$ cat src/rtl/uart_hex_formatter.sv
// Prints 32-bit words as 8 ASCII hex digits followed by CR LF, one byte per
// handshake, with a small word FIFO in front of the serializer.
module uart_hex_formatter #(
    parameter int DEPTH     = 4,
    parameter bit UPPERCASE = 1'b1
) (
    input  logic        clk,
    input  logic        rst,
    input  logic [31:0] word_in,
    input  logic        word_in_valid,
    output logic        word_in_ready,
    output logic [7:0]  data_out,
    output logic        data_out_valid,
    input  logic        data_out_ready
);
    localparam int AW = (DEPTH > 1) ? $clog2(DEPTH) : 1;

    typedef enum logic [1:0] {
        IDLE  = 2'd0,
        DIGIT = 2'd1,
        CR    = 2'd2,
        LF    = 2'd3
    } state_t;

    logic [31:0]   mem [DEPTH];
    logic [AW-1:0] wr_ptr_reg;
    logic [AW-1:0] rd_ptr_reg;
    logic [AW:0]   count_reg;
    logic          fifo_empty;
    logic          push;
    logic          pop;
    logic [31:0]   head;

    state_t      state_reg;
    state_t      state_next;
    logic [31:0] shift_reg;
    logic [31:0] shift_next;
    logic [2:0]  nib_reg;
    logic [2:0]  nib_next;
    logic [7:0]  data_reg;
    logic [7:0]  data_next;
    logic        valid_reg;
    logic        handshake;

    logic [7:0]  hex_lut [16];

    // Nibble-to-ASCII table, built once at elaboration.
    genvar gi;
    for (gi = 0; gi < 16; gi++) begin : g_hex
        if (gi < 10) begin : g_num
            assign hex_lut[gi] = 8'h30 + 8'(gi);
        end else begin : g_alpha
            assign hex_lut[gi] = (UPPERCASE ? 8'h41 : 8'h61) + 8'(gi - 10);
        end
    end

    // Ready reflects only the current occupancy, so a full FIFO refuses a
    // push even in a cycle where the serializer pops.
    assign word_in_ready = (count_reg != (AW+1)'(DEPTH));
    assign fifo_empty    = (count_reg == '0);
    assign push          = word_in_valid && word_in_ready;
    assign head          = mem[rd_ptr_reg];
    assign handshake     = valid_reg && data_out_ready;

    assign data_out       = data_reg;
    assign data_out_valid = valid_reg;

    always_ff @(posedge clk) begin
        if (push) begin
            mem[wr_ptr_reg] <= word_in;
        end
    end

    always_ff @(posedge clk) begin
        if (rst) begin
            wr_ptr_reg <= '0;
            rd_ptr_reg <= '0;
            count_reg  <= '0;
        end else begin
            if (push) begin
                wr_ptr_reg <= wr_ptr_reg + 1'b1;
            end
            if (pop) begin
                rd_ptr_reg <= rd_ptr_reg + 1'b1;
            end
            case ({push, pop})
                2'b10:   count_reg <= count_reg + 1'b1;
                2'b01:   count_reg <= count_reg - 1'b1;
                default: count_reg <= count_reg;
            endcase
        end
    end

    always_comb begin
        state_next = state_reg;
        shift_next = shift_reg;
        nib_next   = nib_reg;
        data_next  = data_reg;
        pop        = 1'b0;
        case (state_reg)
            IDLE: begin
                if (!fifo_empty) begin
                    pop        = 1'b1;
                    state_next = DIGIT;
                    nib_next   = 3'd0;
                    data_next  = hex_lut[head[31:28]];
                    shift_next = {head[27:0], 4'h0};
                end
            end
            DIGIT: begin
                if (handshake) begin
                    if (nib_reg == 3'd7) begin
                        state_next = CR;
                        data_next  = 8'h0D;
                    end else begin
                        nib_next   = nib_reg + 3'd1;
                        data_next  = hex_lut[shift_reg[31:28]];
                        shift_next = {shift_reg[27:0], 4'h0};
                    end
                end
            end
            CR: begin
                if (handshake) begin
                    state_next = LF;
                    data_next  = 8'h0A;
                end
            end
            LF: begin
                if (handshake) begin
                    // Chain straight into the next line when a word is waiting.
                    if (!fifo_empty) begin
                        pop        = 1'b1;
                        state_next = DIGIT;
                        nib_next   = 3'd0;
                        data_next  = hex_lut[head[31:28]];
                        shift_next = {head[27:0], 4'h0};
                    end else begin
                        state_next = IDLE;
                        data_next  = 8'h00;
                    end
                end
            end
            default: begin
                state_next = IDLE;
                data_next  = 8'h00;
            end
        endcase
    end

    always_ff @(posedge clk) begin
        if (rst) begin
            state_reg <= IDLE;
            shift_reg <= '0;
            nib_reg   <= '0;
            data_reg  <= 8'h00;
            valid_reg <= 1'b0;
        end else begin
            state_reg <= state_next;
            shift_reg <= shift_next;
            nib_reg   <= nib_next;
            data_reg  <= data_next;
            valid_reg <= (state_next != IDLE);
        end
    end

endmodule

$ cat config.mk
export PLATFORM = sky130hd
export DESIGN_NAME = uart_hex_formatter
export DESIGN_NICKNAME = d
export VERILOG_FILES = /design/src/rtl/uart_hex_formatter.sv
export SDC_FILE = /design/constraint.sdc
export NUM_CORES = 1
export LEC_CHECK = 0
export BUFFER_PORTS_ARGS = -buffer_cell sky130_fd_sc_hd__buf_2
export CAP_MARGIN = 25
export CORE_MARGIN = 3
export CORE_UTILIZATION = 35
export CTS_CLUSTER_DIAMETER = 80
export DETAILED_ROUTE_END_ITERATION = 10
export GPL_TIMING_DRIVEN = 0
export PLACE_DENSITY_LB_ADDON = 0.1
export SYNTH_ARGS = -nofsm -noshare
export SYNTH_HDL_FRONTEND = slang
export SYNTH_SLANG_ARGS = --single-unit
$ cat constraint.sdc
create_clock -name clk -period 2.71 [get_ports clk]
set_input_delay 0.542 -clock clk [delete_from_list [all_inputs] [get_ports clk]]
set_output_delay 0.542 -clock clk [all_outputs]
set_load 0.005 [all_outputs]
== Word level (Yosys, flattened, before mapping) ==
Memories as Yosys holds them, arrays and structs flattened. A register that Yosys moved wholly into a read port is not among the register bits.
Index checks and enable logic that the tools add are counted.
Word-level totals
  bits in registers: 53
  RAM bits: 128
  ROM bits: 256
  input bits: 36
  output and inout bits: 10
  word-level logic and storage cells: 77
  memories: 3
Operators by class
  add/subtract/negate cells: 5
  $lt $le $gt $ge: 2
  equality and inequality tests: 12
  mux-type cells: 36
  bitwise operators: 2
  reductions and logical operators: 9
Memories
  (no name shown): words 16, width 8, rd ports 1, clocked after memory_dff 0, wr ports 0, RTL line 135  | data_next = hex_lut[head[31:28]];
  (no name shown): words 16, width 8, rd ports 1, clocked after memory_dff 0, wr ports 0, RTL line 117  | data_next = hex_lut[shift_reg[31:28]];
  mem: words 4, width 32, rd ports 1, clocked after memory_dff 1, wr ports 1, RTL line 25  | logic [31:0] mem [DEPTH];
Operators with widths (count)
  2-to-1 mux 32 bit: 4
  one-hot mux 32 bit (3 select lines): 1
  2-to-1 mux 8 bit: 10
  one-hot mux 8 bit (4 select lines): 1
  2-to-1 mux 2 bit: 7
  2-to-1 mux 3 bit: 4
  greater-or-equal comparator 5 bit (second input constant): 2
  inequality test 2 bit (second input constant): 5
  NOT 4 -> 5 bit: 2
  one-hot mux 3 bit (3 select lines): 1
  one-hot mux 2 bit (4 select lines): 1
  AND reduction 4 bit: 2
  adder 3 x 1 -> 3 bit (second input constant): 2
  == test 2 bit (second input constant): 3
  one-hot mux 3 bit (2 select lines): 1
  2-to-1 mux 1 bit: 5
  adder 2 x 1 -> 2 bit (second input constant): 2
  == test 2 x 1 -> 1 bit (second input constant): 2
  nonzero test 2 bit: 2
  == test 3 bit (second input constant): 1
  zero test 3 bit: 1
  inequality test 3 bit (second input constant): 1
  nonzero test 3 bit: 1
  subtractor 3 x 1 -> 3 bit (second input constant): 1
  3 further kinds: 4

== Longest topological paths before layout ==
  depth after elaboration: 7
  mapped depth: 10
  mapped depth without buffers: 10

== Least setup slack after synthesis ==
No wires, ideal clock.
  path type: reg-to-reg
  from: register state_reg[0]
  to: register count_reg[2]
  setup time: 0.070 ns
  data arrival time: 2.255 ns
  required time: 2.640 ns
  slack: 0.384 ns
  stages on the path, launching flop included: 10
  path buffers: 0
  period minus slack after synthesis: 2.326 ns
  path through: dfxtp_1 inv_1 ha_1 nor3_1 ha_1 inv_1 fa_1 xor2_1 or3_1 a21oi_1
On the way
  word-level cells in the longest chain between the ends: 4
  elaborated cells on any way between the ends: 7
  classes of those cells: eq/ne: 3; mux: 2; reduce/logical: 2
RTL lines
  start, declared: RTL line 34  | state_t state_reg;
  start signal, assigned: RTL line 158  | state_reg <= state_next;
  == test 2 bit or zero test 2 bit (tied branches): RTL line 100  | case (state_reg)
  one-hot mux 1 bit (2 select lines) (*): RTL line 100
  named net pop: RTL line 31  | logic pop;
  == test 2 x 1 -> 1 bit or == test 2 bit (tied branches): RTL line 86  | case ({push, pop})
  one-hot mux 3 bit (2 select lines) or nonzero test 2 bit (tied branches)
  end signal, assigned: RTL line 87  | 2'b10: count_reg <= count_reg + 1'b1;
  end signal, assigned: RTL line 88  | 2'b01: count_reg <= count_reg - 1'b1;
  end signal, assigned: RTL line 89  | default: count_reg <= count_reg;
  end, declared: RTL line 28  | logic [AW:0] count_reg;
Mark *: on every way through the listed nets, which the timed path passes. The rest lies on a longest branch.
A chain may end at the register's enable or synchronous reset.

== Worst setup path in the final report ==
  from: register state_reg[1]
  to: register count_reg[2]
The elaborated chain is that of the path after synthesis.

==> summary.txt <==
Floorplan
  – Die Width: 150 um
  – Die ar.: 0.0225 sq mm
  – Core Box Area: 0.0199 sq mm
  – Initial Utilization: 36.4%
  – Site Rows: 51
  – Io pins: 46
  – Die Y: 150 um

Worst setup path
  – Crit-path most repeated cell: ha_1
  – CP peak stage delay: 410 ps
  – CP Launch Type: flop
  – Crit-path max FO: 6
  – R2R setup slack: 190 ps
  – Slowest cell on crit path: dfxtp_1
  – Reg2Reg Depth: 9
  – CP Cell Sequence: ha_1, a31oi_1, nor3_2, ha_1, inv_1, fa_1, xor2_1, or3_1, a21oi_1
  – Reg2reg start: state_reg[1]
  – Crit path kind: flop to flop
  – Worst Setup SP: state_reg[1]
  – Crit. End Element: flop
  – CP endpoint: count_reg[2]
  – WP data arrival: 2880 ps
  – Worst R2R End: count_reg[2]
  – WP data required: 3060 ps

Pwr
  – PwrDens: 995 mW/mm^2
  – Total Power: 8.39 mW
  – Sequential Power Share: 42.6%
  – Share of total power in the clock network: 27.4%
  – Peak supply drop: 456 uV
  – Cell internal pwr: 5.69 mW
  – Switching share of power: 32.2%
  – P_leak: 2.91 nW
  – Switching power of the nets: 2.70 mW
  – Combinational share of power: 30.0%

Drt
  – Remaining DRCs: 0
  – DRT iter0 DRCs: 245
  – Drt pass-1 iters: 4
  – Via count: 3,979
  – Vias/cell: 4.92
  – Post-route ant nets: 0
  – Wire per inst: 17.9 um
  – Routed WL: 14,500 um

STA
  – Slew margin rel.: 49.8%
  – Skew final: 8.41 ps
  – RSZ-0062 raised after global routing: false
  – Final period util: 93.1%
  – Endpoints failing setup: 0
  – Timing-limited maximum frequency: 397 MHz
  – Period minus WS final: 2520 ps
  – Worst Tran Pin Value: 753 ps
  – Fin. max-slew vios: 0
  – Setup slack after layout: 188 ps
  – Hold violation total from the final report: 0

CTS
  – CTS buffer count: 17
  – H-Tree Depth: 4
  – Clk Latency, worst-skew pair: 430 ps
  – # clock sinks: 177
  – Worst-path clk slew: 70 ps
  – CTS tree: done
  – Max Buffers Root-to-Sink: 2
  – Clock Tree Root: clkbuf_16

Cells and area
  – Final nets: 583
  – Max FFs per register: 128
  – Post-layout util: 42.4%
  – Share of post-route cells with drive strength above 1: 25.6%
  – P&R area growth vs syn: 16.4%
  – Antenna cell count: 0

Placement
  – Port Buffer Count: 43
  – Pre-CTS WS: 1.77 ps
  – Gp weighted congestion: 0.782
  – Dpl hpwl: 9830 um

Yosys
  – Seq/Total Area, Yosys: 66.6%
  – Ys async rst share: 0%
  – Warnings from Yosys: 0
  – Netlist cell types: 49
  – Syn_nets: 517
  – Synthesized netlist cell count: 464
  – Top FF cell, synth: edfxtp_1
  – Synthesized area per cell: 15.6 sq um
  – Count leader, synth: edfxtp_1
  – Largest cells by area after synthesis: edfxtp_1 53%, dfxtp_1 14%, mux4_2 9.6%, mux2i_1 3.9%, ha_1 2.8%
  – Mapped cell area: 0.00724 sq mm
  – Top cell type's share of synthesized area: 53.1%
  – Post-synthesis cell type with the largest combined area: edfxtp_1
  – Most frequent cells after synthesis: 128 x edfxtp_1, 49 x dfxtp_1, 41 x nor2_1
  – Number of synthesized register bits: 177
  – EDFF count, synth: 128

GRT
  – Largest net degree at the start of global routing: 27
  – GR Util All Layers: 13.7%
  – Antenna violations before repair: 0
  – GRT overflow: 0
  – Vias in the first global route: 4,164
  – First-pass GRT wire length: 22,900 um

Flow run
  – Maxcap violations: 0

Min path
  – Hold Path Class: input port to flop

Status
  – Outcome: completed
power groups by stage:
stage	clock network [mW]	registers (mW)	logic (mW)
after floorplan	0	3.59	1.87
after global placement	0	3.64	2.48
after detailed placement	0	3.64	2.55
after CTS	2.37	3.58	2.57
after global routing	2.50	3.62	2.82
final	2.30	3.58	2.52
worst max-delay path, delay by kind of cell (launching register included):
| family | cells | cell delay, ps |
|---|---|---|
| xor gates and xnor gates | 1 | 150 |
| buffers and inverters | 1 | 60 |
| adders and majority gates | 3 | 930 |
| AOI/OAI and AO/OA | 2 | 280 |
| DFF | 1 | 410 |
| and+or+nand+nor | 2 | 610 |
worst min path at each step:
stage / startpoint / depth (start not counted) / end / slack (ps)
after floorplan: nib_reg[1] / 2 / nib_reg[1] / 450
after global placement: nib_reg[2] / 2 / nib_reg[2] / 460
after detailed placement: shift_reg[7] / 2 / shift_reg[7] / 470
after CTS: word_in[15] / 1 / mem[3][15] / 300
after global routing: word_in[17] / 1 / mem[0][17] / 310
final: word_in[16] / 1 / mem[2][16] / 330
cells in the final DEF, fill, tap and decap left out, drive strengths merged, types with 2 or more instances in the layout:
cell type | Yosys | routed
a21oi | 19 | 19
xor2 | 3 | 3
dfxtp | 49 | 49
buf | 19 | 66
and3 | 4 | 4
clkinv | 0 | 6
nand3b | 4 | 4
nor2 | 41 | 41
o22a | 2 | 2
a21o | 2 | 2
nor2b | 2 | 2
nor3 | 3 | 3
edfxtp | 128 | 128
and2 | 2 | 2
or3 | 2 | 2
mux4 | 31 | 31
o21ai | 12 | 12
inv | 16 | 23
a211oi | 27 | 27
nand2b | 11 | 11
nand3 | 4 | 4
nand2 | 9 | 9
ha | 16 | 16
clkinvlp | 0 | 2
o22ai | 2 | 2
xnor2 | 2 | 2
clkbuf | 8 | 25
mux2i | 28 | 28
a31oi | 4 | 4
through the flow:
step	cells	area [sq um]	hold slack, ps	TNS [ps]
6_report	808	8430	327	0
2_1_floorplan	464	7240	449	0
3_5_place_dp	776	7880	472	0
5_1_grt	808	8430	305	0
4_1_cts	808	8430	304	0
3_3_place_gp	772	7790	459	-1570
cell families after synthesis:
kind of cell             count (synthesis)  share of synthesized area [%]
other                                    1                         0.0518
flip-flops                             177                           66.6
AND/OR/NAND/NOR                         82                           5.48
AO/OA/AOI/OAI                           79                           7.57
multiplexers                            60                           13.7
buffers and inverters                   43                           2.99
XOR/XNOR                                 5                          0.605
adder cells (fa/ha/maj)                 17                           3.04
layer usage:
layer	GRT usage, %	wire length (um)	vias to the layer above
met2	22.5	7100	66
li1	-	-	1915
met3	3.82	552	25
met1	17.3	6500	1973
met5	0	0	-
met4	5.12	321	0
repair_timing:
item                                   CTS  global route
endpoints found under the hold margin    0             0
setup endpoints to repair                1             0
hold buffers                             0             0
gates resized for setup                  1             0
setup buffers                            0             0
layout make-up:
type / count / area (sq um)
repair buffers: 47 / 295
well taps: 265 / 332
clock buffers: 17 / 425
inverters: 16 / 60.1
fillers: 1829 / 11500
clock inverters: 15 / 129
plain buffers: 27 / 156
flip-flops and latches: 177 / 4820
multi-input cells: 244 / 2210
No activity file was read; power rests on OpenSTA's default activity.
